$ cat config.mk
export PLATFORM = sky130hd
export DESIGN_NAME = fetch_control
export DESIGN_NICKNAME = d
export VERILOG_FILES = /design/src/rtl/fetch_control.sv
export SDC_FILE = /design/constraint.sdc
export NUM_CORES = 1
export LEC_CHECK = 0
export ABC_AREA = 1
export CORE_MARGIN = 2
export CORE_UTILIZATION = 44
export CTS_CLUSTER_DIAMETER = 40
export DETAILED_ROUTE_END_ITERATION = 8
export PLACE_DENSITY = 0.87
export RECOVER_POWER = 25
export SLEW_MARGIN = 20
export SYNTH_ARGS = -nofsm -noshare
export SYNTH_HDL_FRONTEND = slang
export SYNTH_SLANG_ARGS = --single-unit
$ cat constraint.sdc
create_clock -name clock -period 3.23 [get_ports clock]
set_input_delay 0.646 -clock clock [delete_from_list [all_inputs] [get_ports clock]]
set_output_delay 0.646 -clock clock [all_outputs]
set_load 0.03 [all_outputs]
$ cat src/rtl/fetch_control.sv
// Fetch-stage control: load-use stalls, EX branch redirects,
// post-reset fetch hold, external halt, and stall/flush counters.
module fetch_control #(
    parameter int RESET_HOLD = 2,
    parameter int CNT_W      = 16
) (
    input  logic             clock,
    input  logic             reset,
    input  logic             halt,
    input  logic             ex_branch_taken,
    input  logic [31:0]      ex_branch_target,
    input  logic             id_ex_mem_read,
    input  logic [4:0]       id_ex_rd,
    input  logic [4:0]       if_id_rs1,
    input  logic [4:0]       if_id_rs2,
    output logic             load_pc,
    output logic             load_if_id_register,
    output logic             if_flush,
    output logic             mux_sel,
    output logic [31:0]      pc_branch_value,
    output logic             id_ex_bubble,
    output logic [CNT_W-1:0] stall_count,
    output logic [CNT_W-1:0] flush_count
);

    localparam int HW = (RESET_HOLD > 0) ? $clog2(RESET_HOLD + 1) : 1;
    localparam logic [HW-1:0] HOLD_LAST =
        HW'((RESET_HOLD > 0) ? RESET_HOLD - 1 : 0);
    localparam logic [CNT_W-1:0] CNT_MAX = '1;

    typedef enum logic [1:0] {
        HOLD,
        RUN,
        HALTED
    } state_t;

    localparam state_t START = (RESET_HOLD > 0) ? HOLD : RUN;

    state_t          state;
    state_t          state_nxt;
    logic [HW-1:0]   hold_cnt;
    logic [HW-1:0]   hold_cnt_nxt;
    logic            load_use;
    logic            stall_evt;
    logic            flush_evt;

    always_comb begin
        load_use = id_ex_mem_read && (id_ex_rd != 5'd0) &&
                   ((id_ex_rd == if_id_rs1) || (id_ex_rd == if_id_rs2));
    end

    always_ff @(posedge clock) begin
        if (!reset) begin
            state    <= START;
            hold_cnt <= '0;
        end else begin
            state    <= state_nxt;
            hold_cnt <= hold_cnt_nxt;
        end
    end

    always_comb begin
        state_nxt           = state;
        hold_cnt_nxt        = hold_cnt;
        load_pc             = 1'b0;
        load_if_id_register = 1'b0;
        if_flush            = 1'b0;
        mux_sel             = 1'b0;
        id_ex_bubble        = 1'b0;
        stall_evt           = 1'b0;
        flush_evt           = 1'b0;
        unique case (state)
            HOLD: begin
                if_flush     = 1'b1;
                id_ex_bubble = 1'b1;
                hold_cnt_nxt = hold_cnt + 1'b1;
                if (hold_cnt == HOLD_LAST) begin
                    state_nxt = RUN;
                end
            end
            RUN: begin
                load_pc             = 1'b1;
                load_if_id_register = 1'b1;
                // A taken branch flushes ID, so its hazard is moot.
                if (ex_branch_taken) begin
                    mux_sel      = 1'b1;
                    if_flush     = 1'b1;
                    id_ex_bubble = 1'b1;
                    flush_evt    = 1'b1;
                end else if (load_use) begin
                    load_pc             = 1'b0;
                    load_if_id_register = 1'b0;
                    id_ex_bubble        = 1'b1;
                    stall_evt           = 1'b1;
                end
                if (halt) begin
                    state_nxt = HALTED;
                end
            end
            HALTED: begin
                id_ex_bubble = 1'b1;
                if (!halt) begin
                    state_nxt = RUN;
                end
            end
            default: begin
                state_nxt = START;
            end
        endcase
    end

    always_comb begin
        pc_branch_value = mux_sel ? ex_branch_target : 32'd0;
    end

    always_ff @(posedge clock) begin
        if (!reset) begin
            stall_count <= '0;
            flush_count <= '0;
        end else begin
            if (stall_evt && (stall_count != CNT_MAX)) begin
                stall_count <= stall_count + 1'b1;
            end
            if (flush_evt && (flush_count != CNT_MAX)) begin
                flush_count <= flush_count + 1'b1;
            end
        end
    end

endmodule

==> results by group <==
Clock network
  • Clk slew on worst S/H paths: 0.07 ns
  • CTS tree: built
  • CTS-repair resized insts: 0
  • Setup bufs post-CTS: 0
  • Root Buffer: clkbuf_8
  • # H-tree levels: 2
  • CTS Buffer Depth: 2
  • Clock sink total: 36
  • Clock latency on the worst-skew pair: 0.28 ns
  • CTS Buf Count: 5
  • CTS Hold Bufs: 0

Place
  • Gpl congestion: 0.885
  • Final HPWL DP: 5.09 mm
  • I/O Buffers: 120
  • Dpl cells: 587

Die
  • Core region area: 5410 um^2
  • IO Count: 121
  • DIE AREA: 6130 um^2
  • FP Rows: 27
  • Initial Util: 0.449
  • Die width: 78.3 um
  • Die Y-Extent: 78.3 um

Power and ir drop
  • Pwr dens: 318 nW/um^2
  • Switching Share: 0.328
  • Logic pwr share: 0.311
  • Sequential share of power: 0.405
  • Pleak: 1.78 nW
  • Worst vdd ir: 0.338 mV
  • Int Power: 0.000783 W
  • NetSw: 0.000382 W
  • Clock share of power: 0.285

Setup path
  • Slowest CP cell: clkdlybuf4s50_1
  • WP buf/inv: 5
  • Setup crit start kind: primary input
  • Cell mode on critical path: inv_1
  • CP required: 2.58 ns
  • Worst Path Arrival: 2.44 ns
  • Slowest stage delay, CP: 0.67 ns
  • Crit path max fanout: 3
  • CP Class: in2out
  • CP endpoint kind: output port
  • Worst path cell trace: clkdlybuf4s50_1, inv_1, nand4_1, o21ai_0, inv_1, nand3_4, nand2_1, inv_1, clkdlybuf4s50_1
  • CP delay by family, top: buffers and inverters

Yosys
  • Synthesized area: 2430 um^2
  • Predominant post-synthesis flop cell: dfxtp_1
  • Register bit total from synthesis: 36
  • FFs w/ async S/R, synth: 0
  • Syn Nets: 459
  • Number of synthesized flops with an enable pin: 0
  • Post-synthesis cell type count: 33
  • Post-Synthesis Cells: 404
  • Sequential-to-total area share from yosys stat: 0.297
  • Synth Area per Inst: 6.01 um^2
  • Synth warn: 0

Routing
  • Initial detailed-routing violation count: 160
  • DRC Markers: 0
  • Vias: 2804
  • Wirelength, routed: 6.59 mm
  • Router iterations before antenna repair: 4
  • Wire length per cell: 11.1 um
  • Post-detailed-route count of antenna-violating nets: 0
  • Via density per instance: 4.71

STA
  • Setup Skew: 0.00457 ns
  • Final hold viol count: 0
  • Final worst path period share: 0.957
  • Setup TNS: 0 ns
  • Final setup fails: 0
  • Post-layout min period: 3.09 ns
  • Maximum clock frequency: 324 MHz
  • RSZ-0062 raised after global routing: no
  • Slew headroom: 0.354
  • Max-slew violations: 0
  • Worst slew pin tran: 0.970 ns

Global route
  • Total GRT Usage: 0.217
  • Largest net degree at the start of global routing: 33
  • First-pass GRT wire length: 11.0 mm
  • Vias in the first global route: 2517
  • Initial antenna violation count: 0
  • GR Overflow Total: 0

Layout
  • Ant diodes: 0
  • Share of cells above drive strength 1: 0.119
  • Area grow syn2layout: 50.6%
  • Layout Cells excl Fill: 595
  • Nets: 577

Run status
  • Status: finished clean

Job
  • Maxcap violations: 0

Min path
  • Class of the worst hold path: reg2reg
-- area by class of cell --
class                      count  area (um^2)
tap                           72         90.1
inverter                      85          319
fill                         472         1750
multi-input combinational    271         1300
sequential                    36          721
clock inverter                 2         10.0
clock buffer                   6         82.6
timing repair buffer         123         1140
-- cell usage after synthesis, types with 3 or more instances --
library cell | count | share of area
xnor2_1 | 4 | 0.014
ha_1 | 3 | 0.015
o21ai_0 | 8 | 0.016
a21oi_1 | 23 | 0.047
xor2_1 | 4 | 0.014
buf_6 | 4 | 0.019
nand3_1 | 32 | 0.066
nand2_1 | 72 | 0.11
inv_2 | 8 | 0.012
nor2_1 | 86 | 0.13
buf_1 | 3 | 0.0046
nor2_2 | 4 | 0.010
inv_1 | 77 | 0.12
nand3b_1 | 3 | 0.0093
nor3b_1 | 4 | 0.012
nor3_1 | 6 | 0.012
dfxtp_1 | 36 | 0.30
nand4_1 | 8 | 0.021
-- worst register-to-register path, delay by kind of cell (launching register included) --
family	cells	cell delay, ns
adder cells (fa/ha/maj)	1	0.25
flip-flops	1	0.43
buffers and inverters	1	0.09
AND/OR/NAND/NOR	9	1.08
-- power by group through the flow --
stage | clock [W] | sequential (W) | combinational (W)
6_report | 0.000331 | 0.000471 | 0.000362
5_1_grt | 0.000355 | 0.000473 | 0.000393
3_3_place_gp | 0 | 0.000481 | 0.000358
3_5_place_dp | 0 | 0.000482 | 0.000366
4_1_cts | 0.000341 | 0.000471 | 0.000367
2_1_floorplan | 0 | 0.000486 | 0.000208
-- sequential cells by signal (all words and copies together), names as in the netlist --
name,flops
flush_count,16
hold_cnt,2
stall_count,16
state,2
-- metrics by stage --
step                      hold slack, ns  utilization  total power (W)  instance area (um^2)  worst slack (ns)
after floorplan                    0.469            -         0.000694                  2430             0.798
after global placement             0.482        0.661         0.000839                  3570             0.161
after detailed placement           0.494        0.661         0.000847                  3570             0.129
after CTS                          0.512        0.678          0.00118                  3670             0.127
after global routing               0.537        0.677          0.00122                  3660           0.00476
final                              0.507        0.677          0.00116                  3660             0.140
-- layer usage --
layer,up-vias,wire (um),track usage
met2,90,3340,0.414
li1,1467,-,-
met5,-,0,0
met4,0,85,0.0579
met1,1239,2670,0.236
met3,8,493,0.0552
-- worst paths after layout --
| kind | start | endpoint | slack [ns] | cells after the start |
|---|---|---|---|---|
| worst max-delay path | id_ex_rd[3] | load_if_id_register | 0.14 | 9 |
| worst min register to register | hold_cnt[0] | hold_cnt[0] | 0.51 | 1 |
| worst min-delay path | hold_cnt[0] | hold_cnt[0] | 0.51 | 1 |
| worst max register to register | stall_count[0] | stall_count[11] | 1.33 | 11 |
-- cells by family (layout without fill, tap and decap cells) --
logic type | after synthesis | in the layout | synth area share
compound gates | 35 | 35 | 0.0763
simple gates | 225 | 225 | 0.416
fa+ha+maj | 3 | 3 | 0.0155
flops | 36 | 36 | 0.297
buf+inv | 97 | 216 | 0.166
xor+xnor | 8 | 8 | 0.0288
-- layout by cell type, fill, tap and decap left out, types with 4 or more instances in the layout --
master           synthesis  layout
nor2_2                   4       4
clkbuf_8                 0       6
o21ai_0                  8       9
a21oi_1                 23      23
nor3b_1                  4       4
buf_4                    2      35
nor2_1                  86      86
inv_2                    8       8
clkdlybuf4s50_1          0      76
nand4_1                  8       8
dlygate4sd3_1            0      11
nor3_1                   6       7
dfxtp_1                 36      36
nand2_1                 72      72
xnor2_1                  4       4
xor2_1                   4       4
inv_1                   77      77
nand3_1                 32      32
No activity file was read; power rests on OpenSTA's default activity.
